--- src/rtl/ahb_chk_pkg.sv ---
// Shared types for the AHB-Lite protocol checker: HTRANS/HBURST encodings,
// error bit indices, FSM state constants and burst-length helpers.
package ahb_chk_pkg;

  typedef enum logic [1:0] {
    TRANS_IDLE   = 2'd0,
    TRANS_BUSY   = 2'd1,
    TRANS_NONSEQ = 2'd2,
    TRANS_SEQ    = 2'd3
  } htrans_e;

  typedef enum logic [2:0] {
    BURST_SINGLE = 3'd0,
    BURST_INCR   = 3'd1,
    BURST_WRAP4  = 3'd2,
    BURST_INCR4  = 3'd3,
    BURST_WRAP8  = 3'd4,
    BURST_INCR8  = 3'd5,
    BURST_WRAP16 = 3'd6,
    BURST_INCR16 = 3'd7
  } hburst_e;

  localparam int ERR_SEQ_NO_BURST = 0;
  localparam int ERR_EARLY_TERM   = 1;
  localparam int ERR_ADDR         = 2;
  localparam int ERR_CTRL         = 3;
  localparam int ERR_ALIGN        = 4;
  localparam int ERR_TIMEOUT      = 5;
  localparam int ERR_BUSY_IDLE    = 6;
  localparam int ERR_BITS         = 7;

  typedef logic [1:0] fsm_state_t;
  localparam logic [1:0] ST_IDLE  = 2'd0;
  localparam logic [1:0] ST_FIXED = 2'd1;
  localparam logic [1:0] ST_UNDEF = 2'd2;

  // Beat count of a burst type; 0 means undefined length (INCR).
  function automatic logic [4:0] burst_len(input logic [2:0] burst);
    case (burst)
      BURST_SINGLE:             return 5'd1;
      BURST_INCR:               return 5'd0;
      BURST_WRAP4, BURST_INCR4: return 5'd4;
      BURST_WRAP8, BURST_INCR8: return 5'd8;
      default:                  return 5'd16;
    endcase
  endfunction

  function automatic logic burst_is_wrap(input logic [2:0] burst);
    return (burst == BURST_WRAP4) || (burst == BURST_WRAP8) || (burst == BURST_WRAP16);
  endfunction

endpackage

--- src/rtl/ahb_addr_calc.sv ---
// Combinational next-beat address for an open burst, plus a flag when an
// incrementing burst steps into a different 1 KB page.
module ahb_addr_calc
  import ahb_chk_pkg::*;
#(
  parameter int ADDR_WIDTH  = 32,
  parameter int SIZE_WIDTH  = 3,
  parameter int BURST_WIDTH = 3
) (
  input  logic [ADDR_WIDTH-1:0]  addr,
  input  logic [SIZE_WIDTH-1:0]  size,
  input  logic [BURST_WIDTH-1:0] burst,
  output logic [ADDR_WIDTH-1:0]  next_addr,
  output logic                   cross_1k
);

  logic [ADDR_WIDTH-1:0] bytes;
  logic [ADDR_WIDTH-1:0] incr_addr;
  logic [ADDR_WIDTH-1:0] wrap_mask;
  logic                  is_wrap;
  logic                  page_change;

  always_comb begin
    bytes     = ADDR_WIDTH'(1) << size;
    incr_addr = addr + bytes;
    wrap_mask = (ADDR_WIDTH'(burst_len(3'(burst))) * bytes) - ADDR_WIDTH'(1);
    is_wrap   = burst_is_wrap(3'(burst));
    if (is_wrap) begin
      next_addr = (addr & ~wrap_mask) | (incr_addr & wrap_mask);
    end else begin
      next_addr = incr_addr;
    end
  end

  if (ADDR_WIDTH > 10) begin : g_page
    assign page_change = next_addr[ADDR_WIDTH-1:10] != addr[ADDR_WIDTH-1:10];
  end else begin : g_no_page
    assign page_change = 1'b0;
  end

  // Odd HBURST codes are the incrementing bursts (INCR, INCR4/8/16).
  assign cross_1k = burst[0] && page_change;

endmodule

--- config.mk ---
export PLATFORM = sky130hd
export DESIGN_NAME = ahb_addr_calc
export DESIGN_NICKNAME = d
export VERILOG_FILES = /design/src/rtl/ahb_chk_pkg.sv /design/src/rtl/ahb_addr_calc.sv
export SDC_FILE = /design/constraint.sdc
export NUM_CORES = 1
export LEC_CHECK = 0
export CORE_ASPECT_RATIO = 1.75
export CORE_UTILIZATION = 40
export DETAILED_ROUTE_END_ITERATION = 10
export GPL_ROUTABILITY_DRIVEN = 0
export PLACE_DENSITY = 0.8
export SYNTH_ARGS = -nofsm -noshare
export SYNTH_HDL_FRONTEND = slang
export SYNTH_SLANG_ARGS = --single-unit
export TNS_END_PERCENT = 100
--- constraint.sdc ---
create_clock -name vclk -period 30
set_input_delay 9 -clock vclk [all_inputs]
set_output_delay 9 -clock vclk [all_outputs]
set_load 0.1 [all_outputs]
==> results of run 1 <==
-- kinds of logic after synthesis --
group / after synthesis / share of synthesized area (%)
AND/OR/NAND/NOR: 123 / 23.3
multiplexers: 1 / 0.445
adder cells (fa/ha/maj): 59 / 33.3
buffers and inverters: 71 / 10.5
XOR/XNOR: 35 / 12.1
AO/OA/AOI/OAI: 75 / 20.3
-- stage by stage --
stage | setup slack [ps] | hold WS, ps | power (mW)
final | 5260 | 19500 | 0.0752
after global routing | 4910 | 19540 | 0.0800
after CTS | 5250 | 19510 | 0.0751
after detailed placement | 5270 | 19500 | 0.0748
after global placement | 5460 | 19500 | 0.0739
after floorplan | 6300 | 18370 | 0.0550
-- path summary, 6_finish.rpt --
| path | from | end | slack, ps | cells past startpoint |
|---|---|---|---|---|
| hold / removal | addr[31] | next_addr[31] | 19500 | 3 |
| setup / recovery | size[0] | cross_1k | 5260 | 22 |
-- critical path, delay by kind of cell --
kind / cells / cell delay, ps
compound gates: 6 / 1390
fa+ha+maj: 5 / 1900
simple gates: 7 / 1680
buf+inv: 4 / 1770
-- area by class of cell --
| type | instances | share of cell area [%] |
|---|---|---|
| inverter | 62 | 7.04 |
| tap | 80 | 3.03 |
| timing repair buffer | 71 | 21.5 |
| multi-input combinational | 293 | 68.4 |
-- metal layers --
layer	part of all wire [%]	global-route usage (%)
met3	3.7	1.70
met2	56	45.5
met5	0	0
met4	5.2	10.5
met1	35	18.0
-- power groups by stage --
stage,clock network (mW),registers [mW],logic (mW)
2_1_floorplan,0,0,0.0550
3_3_place_gp,0,0,0.0739
3_5_place_dp,0,0,0.0748
4_1_cts,0,0,0.0751
5_1_grt,0,0,0.0800
6_report,0,0,0.0752
-- placed cells by master, fill, tap and decap left out, types with 2 or more instances in the layout --
cell type | Yosys | layout
inv_1 | 62 | 62
a211oi_1 | 7 | 7
nand2b_1 | 6 | 6
a21o_1 | 6 | 6
o211ai_1 | 8 | 8
xor2_1 | 17 | 17
nor2_1 | 33 | 33
o31ai_1 | 2 | 2
o21a_1 | 3 | 3
or3_1 | 2 | 2
fa_1 | 14 | 14
a31o_2 | 2 | 2
nand3_1 | 10 | 10
nor3b_1 | 2 | 2
xnor2_1 | 18 | 18
nor3_1 | 9 | 9
a21boi_0 | 2 | 2
a21oi_1 | 19 | 19
nand2_1 | 35 | 35
clkdlybuf4s50_1 | 0 | 71
o21bai_1 | 2 | 2
and3_1 | 6 | 6
nand3b_1 | 2 | 2
o31a_1 | 2 | 2
and2_1 | 3 | 3
a211o_1 | 2 | 2
nor2b_1 | 4 | 4
nor4_1 | 4 | 4
ha_1 | 45 | 45
o22ai_1 | 2 | 2
or2_2 | 3 | 3
o21ai_0 | 11 | 11
==> impl_metrics.env, run 1 <==
export IMPL_status="complete, no violations"
export IMPL_drt_first_pass_iters=4
export IMPL_cts_repair_resized=0
export IMPL_fin_tns_setup_ps=0
export IMPL_fin_area_um2=3310
export IMPL_start_kind="primary input"
export IMPL_switching_share_pct=67.5
export IMPL_yosysTopAreaCell="ha_1"
export IMPL_netlist_area_um2=2530
export IMPL_synth_cells=364
export IMPL_power_frac_seq_pct=0
export IMPL_core_area_um2=6130
export IMPL_end_kind="output port"
export IMPL_yosysMostFrequentCell="inv_1"
export IMPL_avgSynthCellArea_um2=6.95
export IMPL_synth_cells_most_frequent="inv_1, ha_1, nand2_1"
export IMPL_multi_input_area_um2=2260
export IMPL_synth_cell_type_count=45
export IMPL_dpl_cell_area_um2=3310
export IMPL_vias=2708
export IMPL_instances_no_fill=506
export IMPL_power_leakage_nw=1.53
export IMPL_cts_hold_buffers=0
export IMPL_start_util_pct=41.2
export IMPL_crit_required_ps=21000
export IMPL_drive_gt1_share_pct=1.88
export IMPL_rows=38
export IMPL_fmax_mhz=40.4
export IMPL_path_cells="clkdlybuf4s50_1, or3b_2, inv_1, nand2_1, ha_1, fa_1, fa_1, inv_1, ha_1, a211oi_2, o21bai_1, o22a_1, a21oi_1, nor2b_1, o21ai_0, nor3b_1, ha_1, nand2_1, and3_1, or4b_1, o41a_1, clkdlybuf4s50_1"
export IMPL_grt_max_degree=14
export IMPL_holdCritPathClass="in2out"
export IMPL_drv_slew=0
export IMPL_cpMostUsedCell="ha_1"
export IMPL_hpwl_mm=6.19
export IMPL_first_iter_violations=90
export IMPL_die_w_um=62.1
export IMPL_regArea_um2=0
export IMPL_synth_area_leaders="ha_1, fa_1, inv_1"
export IMPL_drv_cap=0
export IMPL_antenna_left=0
export IMPL_netlist_area_leader_share_pct=22.3
export IMPL_period_share_pct=82.5
export IMPL_syn2layout_area_growth_pct=30.7
export IMPL_grt_pass1_wl_mm=11.4
export IMPL_crit_fanout=10
export IMPL_antenna_cells=0
export IMPL_p_comb_share_pct=100.0
export IMPL_syn_nets=461
export IMPL_fin_crit_ps=24740
export IMPL_drc=0
export IMPL_netSwitchingPower_mw=0.0508
export IMPL_final_nets=525
export IMPL_wl_mm=6.97
export IMPL_clkPwrFrac_pct=0
export IMPL_power_density_nw_per_um2=22.8
export IMPL_grt_pass1_vias=2707
export IMPL_cp_slowest_cell="clkdlybuf4s50_1"
export IMPL_grt_antenna_before_repair=0
export IMPL_die_h_um=107
export IMPL_wl_per_cell_um=13.8
export IMPL_cts_setup_buffers=0
export IMPL_dp_cells=506
export IMPL_ioPinCount=71
export IMPL_seq_area_frac_synth_pct=0
export IMPL_maxSlewHeadroom_pct=34.1
export IMPL_n_sequential_cell=0
export IMPL_slowest_delay_ps=970
export IMPL_worstPathArrival_ps=15740
export IMPL_port_buffers=71
export IMPL_criticalPathCategory="in2out"
export IMPL_n_fill_cell=595
export IMPL_n_clock_buffer=0
export IMPL_rsz0062_at_grt="no"
export IMPL_p_int_mw=0.0244
export IMPL_setup_viol=0
export IMPL_dieArea_um2=6660
export IMPL_ir_worst_vdd_v=0.0000208
export IMPL_viasPerCell=5.35
export IMPL_grt_total_usage_pct=20.9
export IMPL_synth_warnings=0
export IMPL_worst_pin_slew_ps=986
export IMPL_grt_ovfl_total=0
export IMPL_final_core_utilization_pct=53.9
export IMPL_finalHoldViolations=0
No activity file was read; power rests on OpenSTA's default activity.
==> run 2, diff against run 1 <==
--- a/config.mk
+++ b/config.mk
@@ -9,7 +9,7 @@
 export CORE_UTILIZATION = 40
 export DETAILED_ROUTE_END_ITERATION = 10
 export GPL_ROUTABILITY_DRIVEN = 0
-export PLACE_DENSITY = 0.8
+export PLACE_DENSITY = 0.82
 export SYNTH_ARGS = -nofsm -noshare
 export SYNTH_HDL_FRONTEND = slang
 export SYNTH_SLANG_ARGS = --single-unit
==> constraint.sdc (replaced) <==
create_clock -name vclk -period 21.7
set_input_delay 6.51 -clock vclk [all_inputs]
set_output_delay 6.51 -clock vclk [all_outputs]
set_load 0.1 [all_outputs]
==> run 2 against run 1 <==
Cell count did not move; cell area did not move; via count rose by 0.89%; critical endpoint unchanged.
==> impl_metrics.env, run 2 (synthesis results as in run 1) <==
export IMPL_status="complete, no violations"
export IMPL_crit_fanout=10
export IMPL_die_w_um=62.1
export IMPL_fmax_mhz=50.7
export IMPL_rows=38
export IMPL_grt_pass1_vias=2710
export IMPL_drv_cap=0
export IMPL_drv_slew=0
export IMPL_setup_viol=0
export IMPL_clkPwrFrac_pct=0
export IMPL_port_buffers=71
export IMPL_hold_start="addr[31]"
export IMPL_p_comb_share_pct=100.0
export IMPL_n_sequential_cell=0
export IMPL_viasPerCell=5.40
export IMPL_cts_hold_buffers=0
export IMPL_whs_ps=14520
export IMPL_min_to="next_addr[31]"
export IMPL_core_area_um2=6130
export IMPL_wl_per_cell_um=14.1
export IMPL_antenna_left=0
export IMPL_hpwl_mm=6.21
export IMPL_grt_total_usage_pct=21.1
export IMPL_cts_repair_resized=0
export IMPL_finalHoldViolations=0
export IMPL_dieArea_um2=6660
export IMPL_drt_first_pass_iters=4
export IMPL_fin_tns_setup_ps=0
export IMPL_power_leakage_nw=1.53
export IMPL_switching_share_pct=67.3
export IMPL_setup_ws_ps=1990
export IMPL_rsz0062_at_grt="no"
export IMPL_fin_crit_ps=19710
export IMPL_first_iter_violations=42
export IMPL_crit_required_ps=15190
export IMPL_period_share_pct=90.8
export IMPL_power_density_nw_per_um2=31.2
export IMPL_final_nets=525
export IMPL_worstPathArrival_ps=13200
export IMPL_grt_ovfl_total=0
export IMPL_dp_slack_ps=2020
export IMPL_start_util_pct=41.2
export IMPL_worst_pin_slew_ps=988
export IMPL_grt_antenna_before_repair=0
export IMPL_die_h_um=107
export IMPL_power_frac_seq_pct=0
export IMPL_grt_pass1_wl_mm=11.4
export IMPL_layout_common_cells="clkdlybuf4s50_1, inv_1, ha_1"
export IMPL_antenna_cells=0
export IMPL_multi_input_area_um2=2260
export IMPL_drc=0
export IMPL_criticalPathCategory="in2out"
export IMPL_syn2layout_area_growth_pct=30.7
export IMPL_cts_setup_buffers=0
export IMPL_final_common_cell="clkdlybuf4s50_1"
export IMPL_netSwitchingPower_mw=0.0695
export IMPL_drive_gt1_share_pct=1.88
export IMPL_end_kind="output port"
export IMPL_holdPathStages=3
export IMPL_ioPinCount=71
export IMPL_wl_mm=7.13
export IMPL_p_int_mw=0.0338
export IMPL_vias=2732
export IMPL_regArea_um2=0
export IMPL_n_clock_buffer=0
export IMPL_maxSlewHeadroom_pct=33.9
export IMPL_start_kind="primary input"
export IMPL_n_fill_cell=564
export IMPL_grt_max_degree=14
export IMPL_holdCritPathClass="in2out"
export IMPL_ir_worst_vdd_v=0.0000225
run 2: cell counts in the layout (fill, tap and decap cells not counted):
Identical to the previous run, type by type.
run 2: worst max-delay path by stage:
| stage | depth (start not counted) | from | to |
|---|---|---|---|
| floorplan | 20 | size[0] | next_addr[30] |
| global placement | 22 | size[0] | cross_1k |
| detailed placement | 22 | size[0] | cross_1k |
| CTS | 22 | size[0] | cross_1k |
| global route | 24 | size[0] | cross_1k |
| finish | 22 | size[0] | cross_1k |
run 2: power groups by stage:
stage / Clock [mW] / Sequential (mW) / Combinational (mW)
2_1_floorplan: 0 / 0 / 0.0761
3_3_place_gp: 0 / 0 / 0.102
3_5_place_dp: 0 / 0 / 0.103
4_1_cts: 0 / 0 / 0.103
5_1_grt: 0 / 0 / 0.110
6_report: 0 / 0 / 0.103
run 2: metal layers:
| layer | up-vias | wire (um) | GRT usage [%] |
|---|---|---|---|
| li1 | 1354 | - | - |
| met1 | 1233 | 2520 | 18.6 |
| met2 | 115 | 3890 | 44.6 |
| met3 | 30 | 338 | 1.60 |
| met4 | 0 | 394 | 12.3 |
| met5 | - | 0 | 0 |
run 2: worst max-delay path, stage by stage:
cell             delay (ps)
clkdlybuf4s50_1         630
or3b_2                  530
inv_1                   120
nand2_1                  70
ha_1                    320
fa_1                    520
fa_1                    540
inv_1                    40
ha_1                    360
a211oi_2                280
o21bai_1                150
o22a_1                  270
a21oi_1                 210
nor2b_1                  60
o21ai_0                 130
nor3b_1                 210
ha_1                    150
nand2_1                  40
and3_1                  230
or4b_1                  500
o41a_1                  380
clkdlybuf4s50_1         970
run 2: final cells by class:
class                           count  area share (%)
Multi-Input combinational cell    293            68.4
Timing Repair Buffer               71            21.5
Inverter                           62            7.04
Tap cell                           80            3.03
run 2: through the flow:
stage	util [%]	instance area [um^2]	power (mW)	instances
6_report	53.9	3310	0.103	506
5_1_grt	53.9	3310	0.110	506
4_1_cts	53.9	3310	0.103	506
3_5_place_dp	53.9	3310	0.103	506
3_3_place_gp	53.9	3310	0.102	506
2_1_floorplan	-	2530	0.0761	364
==> run 3, diff against run 2 <==
--- a/config.mk
+++ b/config.mk
@@ -6,6 +6,7 @@
 export NUM_CORES = 1
 export LEC_CHECK = 0
 export CORE_ASPECT_RATIO = 1.75
+export CORE_MARGIN = 4
 export CORE_UTILIZATION = 40
 export DETAILED_ROUTE_END_ITERATION = 10
 export GPL_ROUTABILITY_DRIVEN = 0
==> run 3 against run 2 <==
Cell area did not move; sequential share of layout area unchanged; total power increased by 0.12%; critical path type unchanged.
==> impl_metrics.env, run 3 (synthesis results as in run 1) <==
export IMPL_ioPinCount=71
export IMPL_setup_ws_ps=1960
export IMPL_dieArea_um2=7710
export IMPL_finalHoldViolations=0
export IMPL_layout_common_cells="clkdlybuf4s50_1, inv_1, ha_1"
export IMPL_crit_required_ps=15190
export IMPL_hpwl_mm=6.36
export IMPL_p_comb_share_pct=100.0
export IMPL_ir_worst_vdd_v=0.0000277
export IMPL_status="complete, no violations"
export IMPL_regArea_um2=0
export IMPL_n_sequential_cell=0
export IMPL_setup_viol=0
export IMPL_worstPathArrival_ps=13230
export IMPL_syn2layout_area_growth_pct=30.7
export IMPL_grt_ovfl_total=0
export IMPL_drv_cap=0
export IMPL_criticalPathCategory="in2out"
export IMPL_power_leakage_nw=1.53
export IMPL_final_core_utilization_pct=53.5
export IMPL_final_nets=525
export IMPL_fmax_mhz=50.7
export IMPL_p_int_mw=0.0338
export IMPL_rsz0062_at_grt="no"
export IMPL_fin_tns_setup_ps=0
export IMPL_first_iter_violations=61
export IMPL_start_util_pct=40.9
export IMPL_power_density_nw_per_um2=31.3
export IMPL_end_kind="output port"
export IMPL_clkPwrFrac_pct=0
export IMPL_die_h_um=113
export IMPL_grt_antenna_before_repair=0
export IMPL_rows=38
export IMPL_switching_share_pct=67.3
export IMPL_grt_pass1_wl_mm=11.4
export IMPL_antenna_cells=0
export IMPL_total_power_mw=0.103
export IMPL_drv_slew=0
export IMPL_start_kind="primary input"
export IMPL_n_clock_buffer=0
export IMPL_wl_per_cell_um=14.1
export IMPL_holdCritPathClass="in2out"
export IMPL_vias=2721
export IMPL_power_frac_seq_pct=0
export IMPL_maxSlewHeadroom_pct=33.1
export IMPL_drc=0
export IMPL_viasPerCell=5.38
export IMPL_crit_fanout=10
export IMPL_core_area_um2=6180
export IMPL_worst_pin_slew_ps=1000
export IMPL_cts_repair_resized=0
export IMPL_final_common_cell="clkdlybuf4s50_1"
export IMPL_drive_gt1_share_pct=1.88
export IMPL_grt_pass1_vias=2666
export IMPL_port_buffers=71
export IMPL_grt_total_usage_pct=18.3
export IMPL_period_share_pct=91.0
export IMPL_dp_slack_ps=1970
export IMPL_grt_max_degree=14
export IMPL_fin_crit_ps=19740
export IMPL_die_w_um=68.1
export IMPL_drt_first_pass_iters=4
export IMPL_netSwitchingPower_mw=0.0696
export IMPL_cts_setup_buffers=0
export IMPL_cts_hold_buffers=0
export IMPL_wl_mm=7.16
export IMPL_antenna_left=0
## run 3: cell counts in the layout (fill, tap and decap cells not counted)
No cell type changed its count.
## run 3: power by group through the flow
| stage | combinational (mW) | clock [mW] | sequential, mW |
|---|---|---|---|
| final | 0.103 | 0 | 0 |
| after global routing | 0.110 | 0 | 0 |
| after CTS | 0.103 | 0 | 0 |
| after detailed placement | 0.103 | 0 | 0 |
| after global placement | 0.102 | 0 | 0 |
| after floorplan | 0.0761 | 0 | 0 |
## run 3: critical path, stage by stage
cell and delay (ps):
clkdlybuf4s50_1 620, or3b_2 540, inv_1 120, nand2_1 70, ha_1 280, inv_1 60
fa_1 540, inv_1 60, fa_1 530, inv_1 40, ha_1 340, o21ai_0 250
o21bai_1 130, o22a_1 270, a21oi_1 200, nor2b_1 70, o21ai_0 120, nor3b_1 210
ha_1 150, nand2_1 40, and3_1 220, or4b_1 510, o41a_1 380, clkdlybuf4s50_1 970
## run 3: through the flow
| step | area (um^2) | hold WS (ps) | instances |
|---|---|---|---|
| 6_report | 3310 | 14530 | 506 |
| 5_1_grt | 3310 | 14560 | 506 |
| 4_1_cts | 3310 | 14540 | 506 |
| 3_5_place_dp | 3310 | 14540 | 506 |
| 3_3_place_gp | 3310 | 14520 | 506 |
| 2_1_floorplan | 2530 | 13390 | 364 |
## run 3: final timing paths
check / startpoint / endpoint / depth (start not counted)
worst max-delay path: size[0] / cross_1k / 24
worst min-delay path: addr[29] / next_addr[29] / 4
## run 3: layer usage
layer / wire length [um] / part of all wire, % / up-vias / track usage (%)
met5: 0 / 0 / - / 0
met2: 3780 / 53 / 118 / 35.7
met4: 434 / 6.1 / 0 / 9.69
li1: - / - / 1357 / -
met3: 521 / 7.3 / 33 / 1.89
met1: 2420 / 34 / 1213 / 17.5
## run 3: area by class of cell
class | instances | area, um^2
fill | 609 | 2880
multi-input combinational | 293 | 2260
timing repair buffer | 71 | 711
inverter | 62 | 233
tap | 80 | 100
